==> config.mk <==
export PLATFORM = sky130hd
export DESIGN_NAME = exc_unit_flat
export DESIGN_NICKNAME = d
export VERILOG_FILES = /design/src/rtl/exc_pkg.sv /design/src/rtl/exc_unit_if.sv /design/src/rtl/exc_prio_enc.sv /design/src/rtl/exc_unit.sv /design/src/flat_wrapper.sv
export SDC_FILE = /design/constraint.sdc
export NUM_CORES = 1
export LEC_CHECK = 0
export CAP_MARGIN = 10
export CORE_ASPECT_RATIO = 0.6
export CORE_UTILIZATION = 54
export DETAILED_ROUTE_END_ITERATION = 12
export HOLD_SLACK_MARGIN = 0.02
export PLACE_DENSITY = 0.89
export SYNTH_ARGS = -nofsm -noshare
export SYNTH_HDL_FRONTEND = slang
export SYNTH_SLANG_ARGS = --single-unit
export TNS_END_PERCENT = 30
==> constraint.sdc <==
create_clock -name clk -period 7.9 [get_ports clk]
set_input_delay 0.79 -clock clk [delete_from_list [all_inputs] [get_ports clk]]
set_output_delay 0.79 -clock clk [all_outputs]
set_load 0.05 [all_outputs]
==> src/rtl/exc_pkg.sv <==
// Shared definitions for the exception unit: default sizes, SPR indices,
// named internal cause positions and the sequencer state encoding.
package exc_pkg;

   localparam int unsigned NCAUSE_DEF = 23;
   localparam int unsigned NINT_DEF   = 7;
   localparam int unsigned W_DEF      = 32;
   localparam int unsigned SPR_SEL_W  = 3;

   // Special-purpose register indices (reg_sel encoding)
   localparam logic [SPR_SEL_W-1:0] SPR_SR    = 3'd0;
   localparam logic [SPR_SEL_W-1:0] SPR_ESR   = 3'd1;
   localparam logic [SPR_SEL_W-1:0] SPR_ECA   = 3'd2;
   localparam logic [SPR_SEL_W-1:0] SPR_EPC   = 3'd3;
   localparam logic [SPR_SEL_W-1:0] SPR_EDPC  = 3'd4;
   localparam logic [SPR_SEL_W-1:0] SPR_EDATA = 3'd5;
   localparam logic [SPR_SEL_W-1:0] SPR_MODE  = 3'd6;
   localparam logic [SPR_SEL_W-1:0] SPR_EMODE = 3'd7;

   // Internal cause lines, lowest index wins
   localparam int unsigned C_RESET = 0;
   localparam int unsigned C_ILL   = 1;
   localparam int unsigned C_MAL   = 2;
   localparam int unsigned C_PFF   = 3;
   localparam int unsigned C_PFLS  = 4;
   localparam int unsigned C_TRAP  = 5;
   localparam int unsigned C_OVF   = 6;

   typedef enum logic [1:0] {
      RUN   = 2'd0,
      FLUSH = 2'd1,
      HALT  = 2'd2
   } exc_state_e;

endpackage

==> src/rtl/exc_unit_if.sv <==
// Bus between the pipeline (master: cause sources, commit, SPR access)
// and the exception unit (slave: jisr, cause status, SPR read, mode).
interface exc_unit_if
   import exc_pkg::*;
#(
   parameter int unsigned NCAUSE = NCAUSE_DEF,
   parameter int unsigned W      = W_DEF
);
   localparam int unsigned IL_W = $clog2(NCAUSE);

   logic [NCAUSE-1:0]    ca;
   logic                 ue;
   logic [W-1:0]         pc;
   logic [W-1:0]         next_pc;
   logic [W-1:0]         ea;
   logic                 rfe;
   logic                 sprw;
   logic [SPR_SEL_W-1:0] reg_sel;
   logic [W-1:0]         data_in;

   logic [W-1:0]         spr_out;
   logic                 jisr;
   logic [NCAUSE-1:0]    mca;
   logic [IL_W-1:0]      il;
   logic                 mode;
   logic                 busy;
   logic                 abort;

   modport master (
      output ca, ue, pc, next_pc, ea, rfe, sprw, reg_sel, data_in,
      input  spr_out, jisr, mca, il, mode, busy, abort
   );

   modport slave (
      input  ca, ue, pc, next_pc, ea, rfe, sprw, reg_sel, data_in,
      output spr_out, jisr, mca, il, mode, busy, abort
   );
endinterface

==> src/rtl/exc_prio_enc.sv <==
// Lowest-index-wins priority encoder.
//   req   : request vector, bit 0 highest priority
//   idx   : index of the winning request (0 when none)
//   valid : any request present
module exc_prio_enc #(
   parameter int unsigned N  = 23,
   parameter int unsigned IW = $clog2(N)
) (
   input  logic [N-1:0]  req,
   output logic [IW-1:0] idx,
   output logic          valid
);

   // Scan downward so the lowest set index is assigned last
   always_comb begin
      idx = '0;
      for (int i = int'(N) - 1; i >= 0; i--) begin
         if (req[i]) idx = IW'(i);
      end
   end

   assign valid = |req;

endmodule

==> src/rtl/exc_unit.sv <==
// Exception/interrupt unit: latches external causes, masks them by SR,
// selects the winning cause, raises jisr on commit, saves the exception
// frame into the SPR file and sequences ISR entry (FLUSH), rfe and fatal HALT.
//   clk, rst : clock, asynchronous active-high reset
//   bus      : exc_unit_if slave port (causes, commit info, SPR access in;
//              spr_out, jisr, mca, il, mode, busy, abort out)
module exc_unit
   import exc_pkg::*;
#(
   parameter int unsigned       NCAUSE       = NCAUSE_DEF,
   parameter int unsigned       NINT         = NINT_DEF,
   parameter logic [NCAUSE-1:0] REPEAT_MASK  = 'h00006A,
   parameter logic [NCAUSE-1:0] FATAL_MASK   = 'h000001,
   parameter int unsigned       FLUSH_CYCLES = 2,
   parameter int unsigned       W            = W_DEF
) (
   input  logic       clk,
   input  logic       rst,
   exc_unit_if.slave  bus
);

   localparam int unsigned IL_W  = $clog2(NCAUSE);
   localparam int unsigned NEXT  = NCAUSE - NINT;
   localparam int unsigned CNT_W = (FLUSH_CYCLES > 1) ? $clog2(FLUSH_CYCLES) : 1;

   exc_state_e        state_q;
   logic [CNT_W-1:0]  cnt_q;
   logic [NEXT-1:0]   pend_q;
   logic [W-1:0]      sr_q, esr_q, eca_q, epc_q, edpc_q, edata_q;
   logic              mode_q, emode_q;
   logic              busy_q, abort_q;

   logic [NCAUSE-1:0] eff_c;
   logic [NCAUSE-1:0] mca_c;
   logic [IL_W-1:0]   il_c;
   logic              any_c;
   logic              jisr_c;
   logic [W-1:0]      spr_c;

   // External causes are sticky and maskable; internal ones pass straight through
   assign eff_c = {pend_q | bus.ca[NCAUSE-1:NINT], bus.ca[NINT-1:0]};
   assign mca_c = eff_c & {sr_q[NCAUSE-1:NINT], {NINT{1'b1}}};

   exc_prio_enc #(
      .N  (NCAUSE),
      .IW (IL_W)
   ) u_prio (
      .req   (mca_c),
      .idx   (il_c),
      .valid (any_c)
   );

   assign jisr_c = (state_q == RUN) && bus.ue && any_c;

   // SPR read returns the pre-edge value
   always_comb begin
      spr_c = '0;
      unique case (bus.reg_sel)
         SPR_SR:    spr_c = sr_q;
         SPR_ESR:   spr_c = esr_q;
         SPR_ECA:   spr_c = eca_q;
         SPR_EPC:   spr_c = epc_q;
         SPR_EDPC:  spr_c = edpc_q;
         SPR_EDATA: spr_c = edata_q;
         SPR_MODE:  spr_c = W'(mode_q);
         SPR_EMODE: spr_c = W'(emode_q);
      endcase
   end

   // Sequencer and SPR file; priority on an edge is jisr > rfe > sprw
   always_ff @(posedge clk or posedge rst) begin
      if (rst) begin
         state_q <= RUN;
         cnt_q   <= '0;
         pend_q  <= '0;
         sr_q    <= W'({NCAUSE{1'b1}});
         esr_q   <= '0;
         eca_q   <= '0;
         epc_q   <= '0;
         edpc_q  <= '0;
         edata_q <= '0;
         mode_q  <= 1'b0;
         emode_q <= 1'b0;
         busy_q  <= 1'b0;
         abort_q <= 1'b0;
      end else begin
         unique case (state_q)
            RUN: begin
               pend_q <= pend_q | bus.ca[NCAUSE-1:NINT];
               if (jisr_c) begin
                  esr_q   <= sr_q;
                  sr_q    <= '0;
                  eca_q   <= W'(mca_c);
                  epc_q   <= REPEAT_MASK[il_c] ? bus.pc : bus.next_pc;
                  edpc_q  <= bus.pc;
                  edata_q <= bus.ea;
                  emode_q <= mode_q;
                  mode_q  <= 1'b0;
                  pend_q  <= '0;
                  if (FATAL_MASK[il_c]) begin
                     state_q <= HALT;
                     abort_q <= 1'b1;
                  end else begin
                     state_q <= FLUSH;
                     busy_q  <= 1'b1;
                     cnt_q   <= CNT_W'(FLUSH_CYCLES - 1);
                  end
               end else if (bus.ue && bus.rfe) begin
                  sr_q   <= esr_q;
                  mode_q <= emode_q;
               end else if (bus.ue && bus.sprw) begin
                  unique case (bus.reg_sel)
                     SPR_SR:    sr_q    <= bus.data_in;
                     SPR_ESR:   esr_q   <= bus.data_in;
                     SPR_ECA:   eca_q   <= W'(bus.data_in[NCAUSE-1:0]);
                     SPR_EPC:   epc_q   <= bus.data_in;
                     SPR_EDPC:  edpc_q  <= bus.data_in;
                     SPR_EDATA: edata_q <= bus.data_in;
                     SPR_MODE:  mode_q  <= bus.data_in[0];
                     SPR_EMODE: emode_q <= bus.data_in[0];
                  endcase
               end
            end
            FLUSH: begin
               pend_q <= pend_q | bus.ca[NCAUSE-1:NINT];
               if (cnt_q == '0) begin
                  state_q <= RUN;
                  busy_q  <= 1'b0;
               end else begin
                  cnt_q <= cnt_q - CNT_W'(1);
               end
            end
            HALT: begin
               // Frozen until reset
            end
            default: begin
               state_q <= HALT;
               abort_q <= 1'b1;
               busy_q  <= 1'b0;
            end
         endcase
      end
   end

   assign bus.spr_out = spr_c;
   assign bus.jisr    = jisr_c;
   assign bus.mca     = mca_c;
   assign bus.il      = il_c;
   assign bus.mode    = mode_q;
   assign bus.busy    = busy_q;
   assign bus.abort   = abort_q;

endmodule

==> src/flat_wrapper.sv <==
// flat-port wrapper written by rule: the top's interface ports become plain ports
module exc_unit_flat import exc_pkg::*;
#(
   parameter int unsigned       NCAUSE       = NCAUSE_DEF,
   parameter int unsigned       NINT         = NINT_DEF,
   parameter logic [NCAUSE-1:0] REPEAT_MASK  = 'h00006A,
   parameter logic [NCAUSE-1:0] FATAL_MASK   = 'h000001,
   parameter int unsigned       FLUSH_CYCLES = 2,
   parameter int unsigned       W            = W_DEF
)
  (clk, rst, bus_ca, bus_ue, bus_pc, bus_next_pc, bus_ea, bus_rfe, bus_sprw, bus_reg_sel, bus_data_in, bus_spr_out, bus_jisr, bus_mca, bus_il, bus_mode, bus_busy, bus_abort);
  exc_unit_if #(.NCAUSE(NCAUSE), .W(W)) bus_i ();
  input  logic clk;
  input  logic rst;
  input wire logic [$bits(bus_i.ca)-1:0] bus_ca;
  input wire logic [$bits(bus_i.ue)-1:0] bus_ue;
  input wire logic [$bits(bus_i.pc)-1:0] bus_pc;
  input wire logic [$bits(bus_i.next_pc)-1:0] bus_next_pc;
  input wire logic [$bits(bus_i.ea)-1:0] bus_ea;
  input wire logic [$bits(bus_i.rfe)-1:0] bus_rfe;
  input wire logic [$bits(bus_i.sprw)-1:0] bus_sprw;
  input wire logic [$bits(bus_i.reg_sel)-1:0] bus_reg_sel;
  input wire logic [$bits(bus_i.data_in)-1:0] bus_data_in;
  output wire logic [$bits(bus_i.spr_out)-1:0] bus_spr_out;
  output wire logic [$bits(bus_i.jisr)-1:0] bus_jisr;
  output wire logic [$bits(bus_i.mca)-1:0] bus_mca;
  output wire logic [$bits(bus_i.il)-1:0] bus_il;
  output wire logic [$bits(bus_i.mode)-1:0] bus_mode;
  output wire logic [$bits(bus_i.busy)-1:0] bus_busy;
  output wire logic [$bits(bus_i.abort)-1:0] bus_abort;
  assign bus_i.ca = bus_ca;
  assign bus_i.ue = bus_ue;
  assign bus_i.pc = bus_pc;
  assign bus_i.next_pc = bus_next_pc;
  assign bus_i.ea = bus_ea;
  assign bus_i.rfe = bus_rfe;
  assign bus_i.sprw = bus_sprw;
  assign bus_i.reg_sel = bus_reg_sel;
  assign bus_i.data_in = bus_data_in;
  assign bus_spr_out = bus_i.spr_out;
  assign bus_jisr = bus_i.jisr;
  assign bus_mca = bus_i.mca;
  assign bus_il = bus_i.il;
  assign bus_mode = bus_i.mode;
  assign bus_busy = bus_i.busy;
  assign bus_abort = bus_i.abort;
  exc_unit #(.NCAUSE(NCAUSE), .NINT(NINT), .REPEAT_MASK(REPEAT_MASK), .FATAL_MASK(FATAL_MASK), .FLUSH_CYCLES(FLUSH_CYCLES), .W(W)) u_core (.clk(clk), .rst(rst), .bus(bus_i));
endmodule
==> metrics.md, run 1 <==
| Metric | Value |
|---|---|
| Worst Path Max Fanout | 3 |
| NumNets Final | 1651 |
| Clock Path Buffers | 3 |
| Reg2reg start | u_core.pend_q[13] |
| Max cap viols | 0 |
| RSZ-0062 raised after global routing | false |
| Initial Utilization | 55.58% |
| Die H | 119.3 um |
| Worst setup SP type | primary input |
| Vias in the first global route | 11880 |
| Vias post-DR | 12230 |
| Required time worst endpoint | 7.11 ns |
| Post-Syn Area per Cell | 9.242 um^2 |
| Crit path arrival time | 4.29 ns |
| Fmax | 196.8 MHz |
| Vias per cell | 6.754 |
| Filler cell count in the final layout | 1674 |
| Synthesized Nets | 1503 |
| GR Overflow Total | 0 |
| Syn-to-layout area delta | 23.75% |
| PwrDens | 339.8 mW/mm^2 |
| Count of input and output buffers | 222 |
| DP HPWL | 27.47 mm |
| Global-route wire length before repair | 65.29 mm |
| Largest net degree at the start of global routing | 132 |
| Post-synth EDFFs | 0 |
| Worst hold start | u_core.pend_q[10] |
| Clk_lat worst skew | 0.51 ns |
| Total GRT Usage | 35.82% |
| Layout Skew | 0.01659 ns |
| CP Capture Type | output port |
| Initial antenna violation count | 1 |
| Clock slew at reported path FFs | 0.07 ns |
| Post-placement cell area | 0.01472 mm^2 |
| # IOs | 223 |
| Synth unique cells | 54 |
| Drt total wl | 42.63 mm |
| Full die area | 0.02356 mm^2 |
| Gate Count Post-Synth | 1340 |
| Async set-reset flop share out of synthesis | 100.0% |
| CTS root buf | clkbuf_16 |
| Final min period | 5.082 ns |
| Final core occ | 68.78% |
| Gp weighted congestion | 0.9152 |
| DR iter-0 viols | 1776 |
| Crit path kind | primary input to output port |
| Hold_buf cts | 0 |
| Final hold violation count | 0 |
| Synth top area cells | dfrtp_1, mux2_2, nand2_1 |
| CTS tree | built |
| Pre-antenna DRT Iters | 6 |
| Post-synth top area cell | dfrtp_1 |
| Register area share after synthesis | 41.86% |
| Fin area | 0.01533 mm^2 |
| Drt drc | 0 |
| Clock sinks | 206 |
| Top FF cell, synth | dfrtp_1 |
| Antenna viol nets, final | 0 |
| CTS H-tree lvls | 1 |
| Most common cell after layout, fill and taps aside | nand2_1 |
| Setup_tns | 0 ns |
| Final period util | 64.33% |
| Status | complete, no violations |
| Worst Max-Slew Pin Slew | 1.219 ns |
| Final setup fails | 0 |
| Setup repair bufs after CTS | 0 |
| P_leak | 0.006084 uW |
| Netlist Area Pre-Place | 0.01238 mm^2 |
| TritonCTS buffer count | 20 |
| Max-slew headroom | 18.73% |
| Critical Path Source | bus_ca[20] |
| Max IR drop VDD | 0.0002218 V |
| Final Max Tran Viols | 0 |
| Ant. Diodes | 0 |
| Worst hold-check path type | flip-flop to flip-flop |
| Rows | 42 |
| Die W | 197.5 um |
| CTS resizes | 0 |
| Synth warn | 0 |
| Most frequent cells in the layout | nand2_1, clkdlybuf4s50_1, dfrtp_1, mux2_2, nor2_1 |
| Per-cell routed wire length | 23.55 um |
| Register bit total from synthesis | 206 |
| Share of cells above drive strength 1 | 17.71% |
| Core Area | 0.02228 mm^2 |
| Synth top area share | 36.98% |
-- per-layer routing --
metal,GRT usage (%),up-vias,routed length [um]
li1,-,5148,-
met4,15.21,0,1657
met1,49.97,5844,16340
met2,52.42,1050,18130
met3,9.742,183,6504
met5,0,-,0
-- through the flow --
step / hold WS, ns / setup WS, ns / power (uW) / std cells
CTS: 0.4951 / 2.928 / 5135 / 1810
global placement: 0.4702 / 2.764 / 4080 / 1774
global route: 0.5210 / 2.626 / 5436 / 1810
finish: 0.4979 / 2.818 / 5208 / 1810
detailed placement: 0.4812 / 2.581 / 4204 / 1774
floorplan: 0.4574 / 1.524 / 3442 / 1340
-- state kept, by name, summed over array words and instances (netlist names) --
| signal | flops |
|---|---|
| u_core.emode_q | 1 |
| u_core.edata_q | 32 |
| u_core.esr_q | 32 |
| u_core.pend_q | 16 |
| u_core.bus.abort | 1 |
| u_core.eca_q | 23 |
| u_core.sr_q | 32 |
| u_core.state_q | 2 |
| u_core.bus.busy | 1 |
| u_core.bus.mode | 1 |
| u_core.epc_q | 32 |
| u_core.cnt_q | 1 |
| u_core.edpc_q | 32 |
-- cell type report --
type | instances | area (um^2) | area share (%)
Tap cell | 308 | 385.4 | 2.515
Inverter | 20 | 85.08 | 0.5551
Timing Repair Buffer | 238 | 2330 | 15.20
Clock inverter | 1 | 5.005 | 0.03266
Clock buffer | 35 | 598.1 | 3.902
Sequential cell | 206 | 5184 | 33.82
Multi-Input combinational cell | 1002 | 6739 | 43.97
-- worst max-delay path: stages --
cell	delay (ns)
clkdlybuf4s50_1	0.44
o21ai_0	0.28
inv_1	0.13
o311ai_0	0.33
a311oi_1	0.23
o311ai_0	0.52
nand4_1	0.24
a311oi_1	0.45
clkdlybuf4s50_1	0.88
-- cells in the mapped netlist (all sizes together), types with 2 or more instances --
| master | n |
|---|---|
| o311ai | 2 |
| buf | 22 |
| nand2b | 3 |
| o21ai | 70 |
| nand2 | 271 |
| a21oi | 79 |
| nand3 | 5 |
| nor2 | 109 |
| or4 | 2 |
| o211ai | 33 |
| nor4 | 4 |
| nand4 | 5 |
| ha | 4 |
| dfrtp | 183 |
| nor2b | 4 |
| a32oi | 32 |
| mux2i | 46 |
| or2 | 3 |
| a2bb2oi | 2 |
| o22ai | 2 |
| inv | 19 |
| clkbuf | 90 |
| mux4 | 14 |
| and2 | 2 |
| mux2 | 164 |
| a31oi | 62 |
| o2bb2ai | 12 |
| o21a | 6 |
| dfstp | 23 |
| and3 | 2 |
| a22oi | 34 |
| a311oi | 2 |
| nor3 | 5 |
| a211oi | 12 |
| or3 | 2 |
-- kinds of logic (layout without fill, tap and decap cells) --
logic type	after synthesis	count (layout)	synth area share [%]
AND/OR/NAND/NOR	419	419	13.56
AO/OA/AOI/OAI	355	355	18.53
multiplexers	224	224	21.18
flip-flops	206	206	41.86
buffers and inverters	132	294	4.475
adder cells (fa/ha/maj)	4	4	0.4041
-- worst paths after layout --
check,to,slack [ns],cells after the start
max in group asynchronous,u_core.epc_q[9],5.53,3
hold / removal,u_core.pend_q[10],0.50,2
setup reg to reg,u_core.epc_q[30],3.34,12
setup / recovery,bus_il[1],2.82,9
hold reg to reg,u_core.pend_q[10],0.50,2
min in group asynchronous,u_core.sr_q[24],0.83,2
-- power breakdown --
part	switching [uW]	internal, uW
sequential	382	1600
clock	421	513
combinational	1330	966
Note: power is estimated with default switching activity, not from simulation.
==> inputs of run 2 (changes only) <==
==> constraint.sdc (replaced) <==
create_clock -name clk -period 4.76 [get_ports clk]
set_input_delay 0.476 -clock clk [delete_from_list [all_inputs] [get_ports clk]]
set_output_delay 0.476 -clock clk [all_outputs]
set_load 0.05 [all_outputs]
==> run 2 against run 1 <==
Non-clock buffer count grew 18. Critical path type unchanged. Sequential share of layout area decreased by 0.54 points. Clock skew decreased by 0.0080 ns. Wire length is essentially flat. Largest power group unchanged. Critical endpoint unchanged. Clock-buffer cell count is 2 lower. Clock power grew 78%.
==> metrics.md, run 2 (same netlist as run 1, synthesis figures left out) <==
| Metric | Value |
|---|---|
| Final period util | 91.33% |
| Gp weighted congestion | 0.9417 (+2.9%) |
| Final core occ | 69.91% (+1.1 points) |
| Vias in the first global route | 12030 (+1.3%) |
| DP HPWL | 28.30 mm (+3.0%) |
| Per-cell routed wire length | 23.27 um (-1.2%) |
| Worst hold-check path type | flip-flop to flip-flop |
| Filler cell count in the final layout | 1674 (unchanged) |
| Share of cells above drive strength 1 | 19.19% (+1.5 points) |
| RSZ-0062 raised after global routing | false |
| Max IR drop VDD | 0.0003141 V (+42%) |
| Final setup fails | 0 (unchanged) |
| Die H | 119.3 um (unchanged) |
| Clock slew at reported path FFs | 0.06 ns (about the same) |
| Pre-antenna DRT Iters | 6 (unchanged) |
| CTS tree | built |
| Global-route wire length before repair | 66.11 mm (+1.3%) |
| Syn-to-layout area delta | 25.77% |
| Crit path kind | primary input to output port |
| TritonCTS buffer count | 21 (+5.0%) |
| PwrDens | 562.1 mW/mm^2 (+65%) |
| Die W | 197.5 um (unchanged) |
| CTS resizes | 0 (unchanged) |
| Fmax | 230.0 MHz |
| Max-slew headroom | 15.10% (-3.6 points) |
| Max cap viols | 0 (unchanged) |
| Worst Max-Slew Pin Slew | 1.274 ns (+0.05453 ns) |
| Initial Utilization | 55.58% (unchanged) |
| Final min period | 4.347 ns |
| Core Area | 0.02228 mm^2 (unchanged) |
| Ant. Diodes | 0 (unchanged) |
| Initial antenna violation count | 0 (-1) |
| Worst setup SP type | primary input |
| CP Capture Type | output port |
| Setup_tns | 0 ns (unchanged) |
| Most frequent cells in the layout | nand2_1, clkdlybuf4s50_1, dfrtp_1, mux2_2, nor2_1 |
| CTS root buf | clkbuf_16 |
| Worst Path Max Fanout | 3 (unchanged) |
| Total GRT Usage | 36.33% (+0.51 points) |
| DR iter-0 viols | 1542 (-13%) |
| Worst stage delay on the critical path | 0.88 ns (about the same) |
| NumNets Final | 1670 (+1.2%) |
| Layout Skew | 0.008562 ns (-0.008025 ns) |
| # IOs | 223 (unchanged) |
| Most common cell after layout, fill and taps aside | nand2_1 |
| Final hold violation count | 0 (unchanged) |
| Required time worst endpoint | 4.28 ns (-2.83 ns) |
| Rows | 42 (unchanged) |
| CTS H-tree lvls | 1 (unchanged) |
| Vias post-DR | 12140 (-0.66%) |
| Clock Path Buffers | 3 (unchanged) |
| P_leak | 0.006229 uW (+2.4%) |
| Vias per cell | 6.636 (-1.7%) |
| Critical-path top delay cell | clkdlybuf4s50_1 |
| Clock sinks | 206 (unchanged) |
| Antenna viol nets, final | 0 (unchanged) |
| Drt total wl | 42.59 mm (about the same) |
| CP bufs+invs | 3 (unchanged) |
| Final Max Tran Viols | 0 (unchanged) |
| Full die area | 0.02356 mm^2 (unchanged) |
| Count of input and output buffers | 222 (unchanged) |
| GR Overflow Total | 0 (unchanged) |
| Status | complete, no violations |
| Cell Chain, Critical Path | clkdlybuf4s50_1 -> o21ai_0 -> inv_1 -> o311ai_0 -> a311oi_1 -> o311ai_0 -> nand4_1 -> a311oi_1 -> clkdlybuf4s50_1 |
| Setup repair bufs after CTS | 0 (unchanged) |
| Crit path arrival time | 3.87 ns (-0.42 ns) |
| Clk_lat worst skew | 0.51 ns (about the same) |
| Hold_buf cts | 0 (unchanged) |
| Drt drc | 0 (unchanged) |
| Top delay family on crit path | compound AO/OA/AOI/OAI gates |
| Largest net degree at the start of global routing | 99 (-25%) |
[run 2: changes by cell type in the layout (fill, tap and decap cells not counted)]
cell / change
buf_4: +15
clkbuf_1: -5
buf_12: +4
clkbuf_8: +3
clkinv_2: +2
bufinv_16: +1
clkdlybuf4s50_1: -1
clkinvlp_4: +1
inv_6: +1
inv_8: -1
[run 2: layout make-up]
cell class | count | area, um^2 | area share [%]
clock inverters | 5 | 53.80 | 0.3454
multi-input cells | 1002 | 6739 | 43.26
inverters | 20 | 81.33 | 0.5221
clock buffers | 33 | 620.6 | 3.984
repair buffers | 256 | 2512 | 16.13
well taps | 308 | 385.4 | 2.474
flip-flops and latches | 206 | 5184 | 33.28
[run 2: final timing paths]
check / slack, ns / startpoint / depth (start not counted) / to
setup / recovery: 0.41 / bus_ca[20] / 9 / bus_il[1]
hold / removal: 0.49 / u_core.pend_q[14] / 2 / u_core.pend_q[14]
setup reg to reg: 0.64 / u_core.pend_q[13] / 12 / u_core.epc_q[0]
hold reg to reg: 0.49 / u_core.pend_q[14] / 2 / u_core.pend_q[14]
max in group asynchronous: 3.29 / rst / 3 / u_core.sr_q[5]
min in group asynchronous: 0.50 / rst / 2 / u_core.edata_q[20]
[run 2: stage by stage]
stage	hold slack [ns]	cells	total power, uW	worst slack, ns	area (um^2)
4_1_cts	0.4905	1830	8652	0.5016	15580
6_report	0.4891	1830	8755	0.4126	15580
2_1_floorplan	0.4574	1340	5714	0.5430	12390
5_1_grt	0.5267	1830	9165	0.2001	15580
3_3_place_gp	0.4717	1792	6789	0.4490	14900
3_5_place_dp	0.4753	1792	6984	0.3082	14900
[run 2: where the power goes]
| part | switching (uW) | leakage (uW) | internal [uW] | total [uW] |
|---|---|---|---|---|
| Combinational | 2190 | 0.00342 | 1620 | 3820 |
| Clock | 712 | 0.000333 | 951 | 1660 |
| Sequential | 620 | 0.00248 | 2650 | 3270 |
[run 2: per-layer routing]
metal	share of wire [%]	track usage, %	vias up
li1	-	-	5185
met1	38	48.93	5834
met2	43	54.40	992
met3	15	11.64	133
met4	3.3	14.24	0
met5	0	0	-
[run 2: worst min-delay path, cell delays in order, from the launching register on]
cell and delay (ns):
dfrtp_1 0.34, a21oi_1 0.04, nor2_1 0.07
